### src/rtl/iic_txn_ctrl.sv
// I2C slave write-transaction controller: decodes address/pointer/data bytes into register writes.
// Optional idle-bus watchdog enabled by defining IIC_TXN_TIMEOUT_EN.
module iic_txn_ctrl #(
    parameter logic [6:0] DEV_ADDR       = 7'h50,
    parameter int          TIMEOUT_CYCLES = 4096
) (
    input  logic       clk,
    input  logic       rst,
    input  logic       IIC_START,
    input  logic       IIC_END,
    input  logic [7:0] IIC_DATA,
    input  logic       IIC_DATA_VLD,
    output logic       WR_REQ,
    output logic [7:0] WR_ADDR,
    output logic [7:0] WR_DATA,
    input  logic       WR_ACK,
    output logic       ADDR_MATCH,
    output logic       TXN_BUSY,
    output logic       TXN_DONE,
    output logic       TXN_ERR,
    output logic [7:0] BYTE_CNT
);

    typedef enum logic [2:0] {IDLE, ADDR, REG, DATA, IGNORE} state_t;

    state_t     state, state_nx;
    logic       match_nx, done_nx, err_nx;
    logic       enq, ld_ptr, wd_hit;
    logic [7:0] ptr;
    logic       out_vld, pend_vld;
    logic [7:0] out_addr, out_data, pend_addr, pend_data;
    logic       addr_hit, both_full, ack;

    assign addr_hit  = (IIC_DATA[7:1] == DEV_ADDR) && !IIC_DATA[0];
    assign both_full = out_vld && pend_vld;
    assign ack       = WR_ACK && out_vld;

    always_ff @(posedge clk) begin
        if (rst) state <= IDLE;
        else     state <= state_nx;
    end

    always_comb begin
        state_nx = state;
        match_nx = ADDR_MATCH;
        done_nx  = 1'b0;
        err_nx   = 1'b0;
        enq      = 1'b0;
        ld_ptr   = 1'b0;
        if (IIC_START) begin
            state_nx = ADDR;
            match_nx = 1'b0;
        end else if (IIC_END) begin
            state_nx = IDLE;
            match_nx = 1'b0;
            done_nx  = ADDR_MATCH;
        end else if (wd_hit) begin
            state_nx = IDLE;
            match_nx = 1'b0;
            err_nx   = 1'b1;
        end else if (IIC_DATA_VLD) begin
            case (state)
                ADDR: begin
                    if (addr_hit) begin
                        state_nx = REG;
                        match_nx = 1'b1;
                    end else begin
                        state_nx = IGNORE;
                    end
                end
                REG: begin
                    ld_ptr   = 1'b1;
                    state_nx = DATA;
                end
                DATA: begin
                    // No room even if the output retires this cycle: drop and abort
                    if (both_full) begin
                        err_nx   = 1'b1;
                        state_nx = IGNORE;
                    end else begin
                        enq = 1'b1;
                    end
                end
                default: ;
            endcase
        end
    end

    always_ff @(posedge clk) begin
        if (rst) begin
            ADDR_MATCH <= 1'b0;
            TXN_DONE   <= 1'b0;
            TXN_ERR    <= 1'b0;
            BYTE_CNT   <= 8'h00;
            ptr        <= 8'h00;
        end else begin
            ADDR_MATCH <= match_nx;
            TXN_DONE   <= done_nx;
            TXN_ERR    <= err_nx;
            if (IIC_START)
                BYTE_CNT <= 8'h00;
            else if (enq && BYTE_CNT != 8'hFF)
                BYTE_CNT <= BYTE_CNT + 8'd1;
            if (ld_ptr)
                ptr <= IIC_DATA;
            else if (enq)
                ptr <= ptr + 8'd1;
        end
    end

    always_ff @(posedge clk) begin
        if (rst) begin
            out_vld   <= 1'b0;
            out_addr  <= 8'h00;
            out_data  <= 8'h00;
            pend_vld  <= 1'b0;
            pend_addr <= 8'h00;
            pend_data <= 8'h00;
        end else if (ack && pend_vld) begin
            out_addr <= pend_addr;
            out_data <= pend_data;
            pend_vld <= 1'b0;
        end else if (ack || !out_vld) begin
            // Output is free this cycle: a new byte goes straight to it
            out_vld <= enq;
            if (enq) begin
                out_addr <= ptr;
                out_data <= IIC_DATA;
            end
        end else if (enq) begin
            pend_vld  <= 1'b1;
            pend_addr <= ptr;
            pend_data <= IIC_DATA;
        end
    end

    assign WR_REQ   = out_vld;
    assign WR_ADDR  = out_addr;
    assign WR_DATA  = out_data;
    assign TXN_BUSY = (state != IDLE) || out_vld || pend_vld;

`ifdef IIC_TXN_TIMEOUT_EN
    logic [31:0] wd_cnt;
    logic        wd_run;

    assign wd_run = (state == ADDR) || (state == REG) || (state == DATA);
    assign wd_hit = wd_run && (wd_cnt == 32'(TIMEOUT_CYCLES));

    always_ff @(posedge clk) begin
        if (rst)
            wd_cnt <= 32'd0;
        else if (IIC_START || IIC_END || IIC_DATA_VLD || !wd_run || wd_hit)
            wd_cnt <= 32'd0;
        else
            wd_cnt <= wd_cnt + 32'd1;
    end
`else
    logic unused_cfg;

    assign wd_hit     = 1'b0;
    assign unused_cfg = ^TIMEOUT_CYCLES;
`endif

endmodule

### config.mk
export PLATFORM = sky130hd
export DESIGN_NAME = iic_txn_ctrl
export DESIGN_NICKNAME = d
export VERILOG_FILES = /design/src/rtl/iic_txn_ctrl.sv
export SDC_FILE = /design/constraint.sdc
export NUM_CORES = 1
export LEC_CHECK = 0
export BUFFER_PORTS_ARGS = -buffer_cell sky130_fd_sc_hd__buf_2
export CAP_MARGIN = 5
export CORE_AREA = 2 2 75 77
export CTS_BUF_LIST = sky130_fd_sc_hd__clkbuf_8
export CTS_CLUSTER_SIZE = 10
export DETAILED_ROUTE_END_ITERATION = 8
export DIE_AREA = 0 0 77 79
export PLACE_DENSITY = 0.71
export SYNTH_ARGS = -nofsm -noshare
export SYNTH_HDL_FRONTEND = slang
export SYNTH_SLANG_ARGS = --single-unit
### constraint.sdc
create_clock -name clk -period 3.99 [get_ports clk]
set_clock_uncertainty 0.15 [all_clocks]
set_input_delay 0.1995 -clock clk [delete_from_list [all_inputs] [get_ports clk]]
set_output_delay 0.1995 -clock clk [all_outputs]
set_load 0.01 [all_outputs]
Word-level counts from Yosys, hierarchy flattened
Index checks and enable logic that the tools add are counted.
{"block": "totals", "word_cells": 80, "register_bits": 56, "in_bits": 14}
{"block": "op_classes", "mux": 24, "bitwise_logic": 5, "reduce_logical": 29, "addsub": 2, "eq_ne": 7}
{"cell": "2-to-1 mux 8 bit", "count": 8}
{"cell": "adder 8 x 1 -> 8 bit (second input constant)", "count": 2}
{"cell": "2-to-1 mux 1 bit", "count": 13}
{"cell": "AND reduction 3 bit", "count": 4}
{"cell": "case mux 3 bit (3 select lines)", "count": 1}
{"cell": "nonzero test 3 bit", "count": 3}
{"cell": "inequality test 8 bit (second input constant)", "count": 1}
{"cell": "equality test 7 bit (second input constant)", "count": 1}
{"cell": "equality test 3 x 2 -> 1 bit (second input constant)", "count": 2}
{"cell": "2-to-1 mux 3 bit", "count": 2}
{"cell": "AND reduction 2 bit", "count": 3}
{"cell": "nonzero test 2 bit", "count": 3}
{"cell": "OR reduction 3 bit", "count": 2}
{"cell": "logical AND 1 bit", "count": 5}
{"cell": "NOT 1 bit", "count": 5}
{"cell": "nonzero test 5 bit", "count": 1}
{"cell": "OR reduction 5 bit", "count": 1}
{"cell": "inequality test 4 bit (second input constant)", "count": 1}
{"cell": "OR reduction 2 bit", "count": 2}
{"cell": "equality test 3 x 1 -> 1 bit (second input constant)", "count": 1}
{"cell": "logical OR 1 bit", "count": 3}
{"cell": "zero test 1 bit", "count": 2}
{"cell": "inequality test 2 bit (second input constant)", "count": 1}

Longest topological paths before layout
Gate-level depths: netlist (run 1).
{"block": "logic_depth", "ltp_word": 9, "mapped_depth": 7}

Worst setup path before layout (run 1)
Ideal clock, no wire load.
{"block": "synth_timing", "kind": "register to register", "start": "register out_vld (netlist: WR_REQ)", "end": "register BYTE_CNT[3]", "synth_period_minus_slack_ns": 2.011, "setup_ns": 0.070, "arrival_ns": 1.791, "path_slack_ns": 1.979, "stages_incl_launch_ff": 6, "path_cell_list": "dfxtp_1 -> and2_4 -> or4_4 -> buf_6 -> or4_1 -> a21oi_1"}
{"block": "synth_via", "elab_chain_len": 7}
{"element": "from (decl)", "line": "30", "text": "logic out_vld, pend_vld;"}
{"element": "from (signal assigned)", "line": "125", "text": "out_vld <= enq;"}
{"element": "logical AND 1 bit", "line": "35", "text": "assign both_full = out_vld && pend_vld;"}
{"element": "2-to-1 mux 1 bit", "line": "77", "text": "if (both_full) begin"}
{"element": "2-to-1 mux 1 bit", "line": "62", "text": "case (state)"}
{"element": "2-to-1 mux 1 bit", "line": "61", "text": "end else if (IIC_DATA_VLD) begin"}
{"element": "2-to-1 mux 1 bit", "line": "53", "text": "end else if (IIC_END) begin"}
{"element": "2-to-1 mux 1 bit", "line": "50", "text": "if (IIC_START) begin"}
{"element": "logical AND 1 bit", "line": "102", "text": "else if (enq && BYTE_CNT != 8'hFF)"}
{"element": "to (signal assigned)", "line": "103", "text": "BYTE_CNT <= BYTE_CNT + 8'd1;"}
{"element": "to (decl)", "line": "21", "text": "output logic [7:0] BYTE_CNT"}
No other way between the ends.
A chain may end at the register's enable or synchronous reset.

Worst setup path in the final report (run 1)
{"block": "layout_timing", "start": "register state[1]", "end": "register pend_addr[1]"}
{"block": "layout_via", "elab_chain_len": 6}
{"element": "from (decl)", "line": "26", "text": "state_t state, state_nx;"}
{"element": "from (signal assigned)", "line": "40", "text": "else state <= state_nx;"}
{"element": "equality test 3 x 2 -> 1 bit", "line": "62"}
{"element": "2-to-1 mux 1 bit", "line": "62"}
{"element": "2-to-1 mux 1 bit", "line": "61"}
{"element": "2-to-1 mux 1 bit", "line": "53"}
{"element": "2-to-1 mux 1 bit", "line": "50"}
{"element": "AND reduction 3 bit (no source line)"}
{"element": "to (signal assigned)", "line": "132", "text": "pend_addr <= ptr;"}
{"element": "to (decl)", "line": "31", "text": "logic [7:0] out_addr, out_data, pend_addr, pend_data;"}
No other way between the ends.

==> results.yml, run 1 <==
floorplan:
  die_w_um: 77
  die_area_mm2: 0.00608
  rows: 27
  coreArea_mm2: 0.00534
  io_pins: 43
  initial_core_util_pct: 48.5
  die_h_um: 79
cts:
  clockBufferDepth: 2
  numCtsBuffers: 5
  cts_hold_buf: 0
  cts_tree: "built"
  htreeDepth: 2
  clock_sinks: 56
  clkLatencyLatePin_ns: 0.32
  postCtsSetupRepairBufs: 0
  clkSlewWorstSetupHoldPaths_ns: 0.12
  root_buffer: "clkbuf_8"
  cts_resized: 0
routing:
  wl_per_cell_um: 15.5
  drcViolationCount: 0
  vias: 2352
  viasPerCell: 5.87
  route.final.wire_length_mm: 6.23
  drt_pass1_iterations: 5
  ant_nets: 0
  first_iter_violations: 207
synth:
  synth_cells: 300
  synth_top_area_cell: "dfxtp_1"
  synth_edf_count: 0
  synth_area_mm2: 0.00259
  synth_nets: 316
  ys_warn_count: 0
  ys_top_cells_by_area: "dfxtp_1 43%, mux2i_1 7.3%, a21oi_1 6.0%, a311oi_1 5.4%, nand3_1 4.8%"
  seq_area_frac_synth_pct: 43.3
  yosysTopAreaCellShare_pct: 43.3
  ys_types: 44
  syn_avg_cell_area_um2: 8.63
  synthArstFlopShare_pct: 0
  ys.flop_type: "dfxtp_1"
  ys_ff_latch: 56
finish:
  fillCellCount: 520
  final_common_cell: "dfxtp_1"
  final_cell_mix: "56 x dfxtp_1, 42 x buf_2, 31 x a21oi_1"
  syn2layout_area_growth_pct: 12.2
  finalNetCount: 344
  drive_gt1_share_pct: 19.1
  antenna_cells: 0
  stdcell_area_mm2: 0.00290
min_path:
  hp-class: "in2reg"
  whs_path_depth: 2
sta:
  setup_viol: 0
  hold_viol: 0
  max_freq_ghz: 0.443
  worst_pin_slew_ns: 0.903
  fin_ws_ns: 1.73
  timing.final.crit_period_ns: 2.26
  finalSetupTns_ns: 0
  relSlewSlack_pct: 39.8
  grt_setup_unrepaired: "false"
  finalMaxSlewViolations: 0
  post-route-period-util_pct: 56.6
placement:
  placement.cell_area_mm2: 0.00281
  dp_slack_ns: 1.77
  dp_hpwl_mm: 4.21
  gp_congestion: 0.888
  port_buffers: 42
worst_setup_path:
  cp-endpoint: "pend_addr[1]"
  slowest_delay_ns: 0.95
  crit_family: "simple AND/OR/NAND/NOR gates"
  crit_start: "state[1]"
  r2r_cells: 4
  worst-path-buf-inv: 0
  crit_cells: 4
  crit_path_end_kind: "flop"
  rr_startpoint: "state[1]"
  crit_path_start_kind: "flop"
  path_cells: "nand4bb_1 > or4_1 > mux2i_1 > nor2_1"
  critical_path_class: "reg2reg"
  reg2reg_slack_ns: 1.73
  critPathMaxFanout: 17
  crit_required_ns: 4.03
  cp_data_arrival_time_ns: 2.30
  reg2reg_to: "pend_addr[1]"
  cp_slowest_cell: "or4_1"
run:
  max_cap_violations: 0
pwr:
  powerDensity_mw_per_mm2: 321
  vdd_drop_max_v: 0.000232
  leakage_uw: 0.00117
global_route:
  grt_max_degree: 52
  grt_first_pass_wirelength_mm: 9.98
  grt-ovfl-total: 0
  first_global_vias: 1992
  antenna_found_initial: 0
  grt.total_usage_pct: 20.2
outcome:
  status: "finished clean"
==> layer usage <==
layer	part of all wire [%]	GRT usage (%)	routed length [um]
met1	46	28.0	2850
met3	5.2	3.30	322
met2	48	32.7	3000
met4	0.79	5.89	49
met5	0	0	0
==> power breakdown <==
part | internal [uW] | total (uW) | switching [uW] | leakage (uW)
Combinational | 11.7 | 38.0 | 26.3 | 0.000671
Clock | 129 | 333 | 204 | 0.0000487
Sequential | 559 | 560 | 0.904 | 0.000451
Total | 700 | 931 | 231 | 0.00117
==> logic make-up after synthesis <==
logic type,count (synthesis),synth area share (%)
muxes,21,8.22
AOI/OAI and AO/OA,74,19.1
DFF,56,43.3
buffers and inverters,32,5.36
adders and majority gates,2,0.966
and+or+nand+nor,115,23.0
==> layout make-up <==
class                      instances  area, um^2  share of cell area [%]
multi-input combinational        212        1340                    46.0
sequential                        56        1120                    38.6
timing repair buffer              45         233                    8.01
tap                               72        90.1                    3.10
clock buffer                       5        68.8                    2.37
inverter                           8        30.0                    1.03
clock inverter                     3        26.3                   0.905
==> synth_stat cells, types with 2 or more instances <==
library cell and count:
a32oi_1 3, or3_1 3, or2_2 4, and4_1 3, mux2i_1 19, nand2b_1 7
mux2_2 2, nor4_1 4, a311oi_1 16, nand4b_1 2, inv_1 8, o22ai_1 4
dfxtp_1 56, nor3_1 2, buf_2 3, clkbuf_1 18, or4_1 5, o32a_1 2
nand3_1 25, o211ai_1 2, a22oi_1 2, ha_1 2, a31oi_1 2, o21ai_0 4
nor2_1 24, buf_6 2, nand4_1 2, and3_1 2, a21oi_1 31, o31ai_1 2
nand2_1 26
==> flip-flops by register name, indices dropped and copies added, names as in the netlist, 3 cells and up <==
| register | flops |
|---|---|
| BYTE_CNT | 8 |
| pend_addr | 8 |
| pend_data | 8 |
| state | 3 |
| ptr | 8 |
| WR_ADDR | 8 |
| WR_DATA | 8 |
==> metrics by stage <==
| stage | utilization, % | std cells | hold slack (ns) | power, uW |
|---|---|---|---|---|
| 2_1_floorplan | - | 300 | 0.191 | 593 |
| 3_3_place_gp | 52.6 | 393 | 0.296 | 611 |
| 3_5_place_dp | 52.6 | 393 | 0.304 | 611 |
| 4_1_cts | 54.4 | 401 | 0.0273 | 937 |
| 5_1_grt | 54.4 | 401 | 0.0351 | 960 |
| 6_report | 54.4 | 401 | 0.0302 | 931 |
==> worst min path at each step <==
stage                           start          to  slack, ns
final                         IIC_END    TXN_DONE       0.03
after floorplan             IIC_START    state[0]       0.19
after CTS                     IIC_END    TXN_DONE       0.03
after global routing      IIC_DATA[6]  WR_DATA[6]       0.04
after detailed placement   ADDR_MATCH  ADDR_MATCH       0.30
after global placement     ADDR_MATCH  ADDR_MATCH       0.30
==> worst register-to-register path, delay by kind of cell (launching register included) <==
| family | cells | cell delay [ns] |
|---|---|---|
| simple gates | 3 | 1.24 |
| flops | 1 | 0.43 |
| mux | 1 | 0.31 |
Note: power is estimated with default switching activity, not from simulation.
==> run 2: changes to the inputs <==
Clock period 3.99 ns to 2.3 ns, I/O delays scaled along.
==> run 2 against run 1 <==
Via count grew 0.55%. Worst setup slack worse by 1.7 ns. Sequential power is 73% higher. Cell area grew 5.6%. Wire length is 2.2% lower. Register-to-register slack lost 1.6 ns. Largest power group unchanged. Combinational power increased by 120%. Count of clock-buffer cells in the layout rose by 1. Critical endpoint is now BYTE_CNT[4]. Clock power increased by 64%. Global-route usage rose by 0.80 points. Utilization rose by 3.1 points. First-iteration DRC count decreased by 33%.
==> results.yml, run 2 (synthesis gave the netlist of run 1 again) <==
floorplan:
  rows: 27
  coreArea_mm2: 0.00534
  die_area_mm2: 0.00608
  initial_core_util_pct: 48.5
  io_pins: 43
  die_w_um: 77
  die_h_um: 79
global_route:
  grtUsageMet2_pct: 35.4
  grt.total_usage_pct: 21.0
  use_met1_pct: 28.2
  first_global_vias: 2188
  grt_max_degree: 49
  grt-ovfl-total: 0
  grt-busiest-layer: "met2"
  met3_usage_pct: 3.41
  grt_first_pass_wirelength_mm: 10.5
  antenna_found_initial: 0
cts:
  clockBufferDepth: 2
  root_buffer: "clkbuf_8"
  clock_sinks: 56
  htreeDepth: 2
  clkSlewWorstSetupHoldPaths_ns: 0.09
  numCtsBuffers: 5
  clkLatencyLatePin_ns: 0.30
  cts_tree: "built"
sta:
  finalMaxSlewViolations: 0
  worst_pin_slew_ns: 0.528
  timing.final.crit_period_ns: 2.22
  finalSetupTns_ns: 0
  setup_viol: 0
  max_freq_ghz: 0.450
  grt_setup_unrepaired: "false"
  relSlewSlack_pct: 64.7
  post-route-period-util_pct: 96.5
  hold_viol: 0
placement:
  dp_hpwl_mm: 4.16
  port_buffers: 42
  place_inst: 399
  gp_congestion: 0.813
routing:
  route.final.wire_length_mm: 6.09
  drt_pass1_iterations: 4
  wl_per_cell_um: 14.6
  ant_nets: 0
  vias: 2365
  first_iter_violations: 138
  viasPerCell: 5.67
  drcViolationCount: 0
pwr:
  leakage_uw: 0.00125
  vdd_drop_max_v: 0.000282
  powerDensity_mw_per_mm2: 521
worst_setup_path:
  path_cells: "dlygate4sd3_1 > buf_2 > nand2b_1 > or4_4 > or4_1 > a21oi_1"
  critPathMaxFanout: 19
  crit_path_end_kind: "flop"
  cp_slowest_cell: "or4_4"
  crit_family: "simple AND/OR/NAND/NOR gates"
  worst-path-buf-inv: 2
  cp_data_arrival_time_ns: 2.30
  crit_required_ns: 2.38
  crit_path_start_kind: "input pin"
  critical_path_class: "in2reg"
  slowest_delay_ns: 0.62
min_path:
  hp-class: "in2reg"
finish:
  final_common_cell: "dfxtp_1"
  antenna_cells: 0
  seq_area_mm2: 0.00112
  finalNetCount: 361
  multi_input_area_mm2: 0.00134
  syn2layout_area_growth_pct: 18.5
  final_util_pct: 57.5
  drive_gt1_share_pct: 19.7
  final_cell_mix: "56 x dfxtp_1, 42 x buf_2, 31 x a21oi_1"
  stdcell_count: 417
  fillCellCount: 525
run:
  max_cap_violations: 0
outcome:
  status: "finished clean"
[run 2: cell count changes in the layout (fill, tap and decap cells not counted)]
| cell | before | now |
|---|---|---|
| buf_12 | 0 | 1 |
| inv_6 | 1 | 0 |
| clkbuf_8 | 5 | 6 |
| clkinv_4 | 2 | 1 |
| dlygate4sd3_1 | 0 | 11 |
| buf_4 | 3 | 8 |
[run 2: layout make-up]
cell class | instances | share of cell area (%)
Timing Repair Buffer | 62 | 13.1
Inverter | 8 | 0.979
Sequential cell | 56 | 36.5
Clock inverter | 1 | 0.285
Multi-Input combinational cell | 212 | 43.5
Clock buffer | 6 | 2.69
Tap cell | 72 | 2.94
[run 2: layer usage]
metal / share of wire [%] / vias to the layer above
met2: 50 / 37
met3: 2.9 / 2
li1: - / 1202
met5: 0 / -
met1: 47 / 1124
met4: 0.57 / 0
[run 2: power breakdown]
group / internal, uW / switching (uW) / total, uW
Sequential: 970 / 1.47 / 971
Combinational: 35.6 / 47.9 / 83.5
Clock: 241 / 304 / 545
[run 2: metrics by stage]
stage | hold slack [ns] | power [uW] | instance area [um^2] | setup slack, ns
detailed placement | 0.268 | 1060 | 2870 | 0.233
global route | 0.136 | 1670 | 3070 | 0.0209
floorplan | 0.107 | 1030 | 2590 | 0.289
CTS | 0.106 | 1610 | 3070 | 0.0960
finish | 0.120 | 1600 | 3070 | 0.0794
global placement | 0.260 | 1060 | 2870 | 0.266
[run 2: worst reg2reg max path: stages, from the launching register on]
cell,delay [ns]
dfxtp_1,0.44
nand2b_1,0.14
or4_4,0.62
or4_1,0.54
a21oi_1,0.16
[run 2: worst paths after layout]
| path | endpoint | depth (start not counted) | from | slack [ns] |
|---|---|---|---|---|
| min | TXN_ERR | 4 | IIC_DATA_VLD | 0.12 |
| min reg2reg | ADDR_MATCH | 2 | ADDR_MATCH | 0.32 |
| max | BYTE_CNT[4] | 6 | IIC_END | 0.08 |
| max reg2reg | BYTE_CNT[4] | 4 | state[1] | 0.18 |
[run 2: timing repair]
item / CTS / global route
setup buffers: 0 / 0
hold buffers: 11 / 0
endpoints found under the setup margin: 0 / 0
hold endpoints to repair: 20 / 0
resized for setup: 0 / 0
==> run 3: changes to the inputs <==
Settings changed: SETUP_SLACK_MARGIN set to 0.2.
Clock period 2.3 ns to 2.65 ns, I/O delays scaled along.
==> run 3 against run 2 <==
Combinational power is 17% lower. Final cell count is 0.96% lower. Cell area is 1.5% lower. Non-clock buffer count is 5 lower. Sequential cell count stayed put. Critical endpoint unchanged. Largest power group unchanged.
==> results.yml, run 3 (synthesis gave the netlist of run 1 again) <==
global_route:
  grtUsageMet2_pct: 33.2
  grt_first_pass_wirelength_mm: 10.1
  met3_usage_pct: 3.75
  grt-busiest-layer: "met2"
  grt_max_degree: 49
  use_met1_pct: 27.9
  grt-ovfl-total: 0
  antenna_found_initial: 0
  grt.total_usage_pct: 20.3
  first_global_vias: 2052
floorplan:
  io_pins: 43
  die_w_um: 77
  rows: 27
  coreArea_mm2: 0.00534
  initial_core_util_pct: 48.5
  die_area_mm2: 0.00608
  die_h_um: 79
run:
  max_cap_violations: 0
finish:
  drive_gt1_share_pct: 19.1
  finalNetCount: 356
  final_common_cell: "dfxtp_1"
  antenna_cells: 0
  syn2layout_area_growth_pct: 16.7
  final_cell_mix: "56 x dfxtp_1, 42 x buf_2, 31 x a21oi_1"
routing:
  viasPerCell: 5.74
  first_iter_violations: 192
  drcViolationCount: 0
  drt_pass1_iterations: 4
  route.final.wire_length_mm: 6.06
  vias: 2370
  wl_per_cell_um: 14.7
  ant_nets: 0
worst_setup_path:
  crit_path_start_kind: "input pin"
  crit_path_end_kind: "flop"
  crit_start: "IIC_END"
  rr_startpoint: "WR_REQ"
  slowest_delay_ns: 0.62
  crit_family: "simple AND/OR/NAND/NOR gates"
  crit_required_ns: 2.74
  critical_path_class: "in2reg"
  cp_slowest_cell: "or4_4"
  critPathMaxFanout: 19
  worst-path-buf-inv: 2
  cp_data_arrival_time_ns: 2.38
  path_cells: "dlygate4sd3_1 > buf_2 > nand2b_1 > or4_4 > or4_1 > a21oi_1"
min_path:
  hp-class: "in2reg"
  worstHoldStart: "IIC_START"
sta:
  hold_viol: 0
  timing.final.crit_period_ns: 2.29
  max_freq_ghz: 0.436
  post-route-period-util_pct: 86.5
  worst_pin_slew_ns: 0.614
  setup_viol: 0
  grt_setup_unrepaired: "false"
  relSlewSlack_pct: 59.0
  finalMaxSlewViolations: 0
  finalSetupTns_ns: 0
cts:
  cts_tree: "built"
  clock_sinks: 56
  postCtsSetupRepairBufs: 0
  root_buffer: "clkbuf_8"
  clkLatencyLatePin_ns: 0.31
  numCtsBuffers: 5
  clkSlewWorstSetupHoldPaths_ns: 0.10
  htreeDepth: 2
  clockBufferDepth: 2
  cts_resized: 0
pwr:
  vdd_drop_max_v: 0.000210
  power_uw: 1400
  powerDensity_mw_per_mm2: 464
  leakage_uw: 0.00122
outcome:
  status: "finished clean"
placement:
  dp_hpwl_mm: 3.98
  port_buffers: 42
  gp_congestion: 0.806
-- run 3: stage by stage --
stage | setup WS (ns) | hold slack [ns] | instance area [um^2] | instances | utilization [%]
after global placement | 0.525 | 0.282 | 2820 | 395 | 52.9
after detailed placement | 0.474 | 0.290 | 2820 | 395 | 52.9
final | 0.359 | 0.0120 | 3020 | 413 | 56.6
after floorplan | 0.639 | 0.124 | 2590 | 300 | -
after global routing | 0.316 | 0.00735 | 3020 | 413 | 56.6
after CTS | 0.403 | 0.00738 | 3020 | 413 | 56.6
-- run 3: worst paths after layout --
| kind | to | slack [ns] | cells past startpoint |
|---|---|---|---|
| worst max-delay path | BYTE_CNT[4] | 0.36 | 6 |
| worst min-delay path | state[0] | 0.01 | 2 |
| worst max register to register | BYTE_CNT[4] | 0.41 | 4 |
| worst min register to register | ADDR_MATCH | 0.32 | 2 |
-- run 3: routing by layer --
metal	share of wire [%]	vias to the layer above
met4	0.84	0
met3	3.0	6
met5	0	-
met2	48	46
met1	48	1132
li1	-	1186
-- run 3: area by class of cell --
class	count	area (um^2)
Fill cell	536	2320
Multi-Input combinational cell	212	1340
Sequential cell	56	1120
Timing Repair Buffer	57	348
Tap cell	72	90.1
Clock buffer	6	82.6
Inverter	8	30.0
Clock inverter	2	15.0
-- run 3: report_power, final --
| group | switching, uW | internal (uW) | leakage, uW | total [uW] |
|---|---|---|---|---|
| Sequential | 1.31 | 842 | 0.000451 | 843 |
| Clock | 277 | 212 | 0.0000434 | 489 |
| Combinational | 41.6 | 28.1 | 0.000722 | 69.7 |
| Total | 320 | 1080 | 0.00122 | 1400 |
-- run 3: timing repair --
action	CTS	global route
hold buffers	10	0
hold endpoints to repair	17	0
endpoints found under the setup margin	0	0
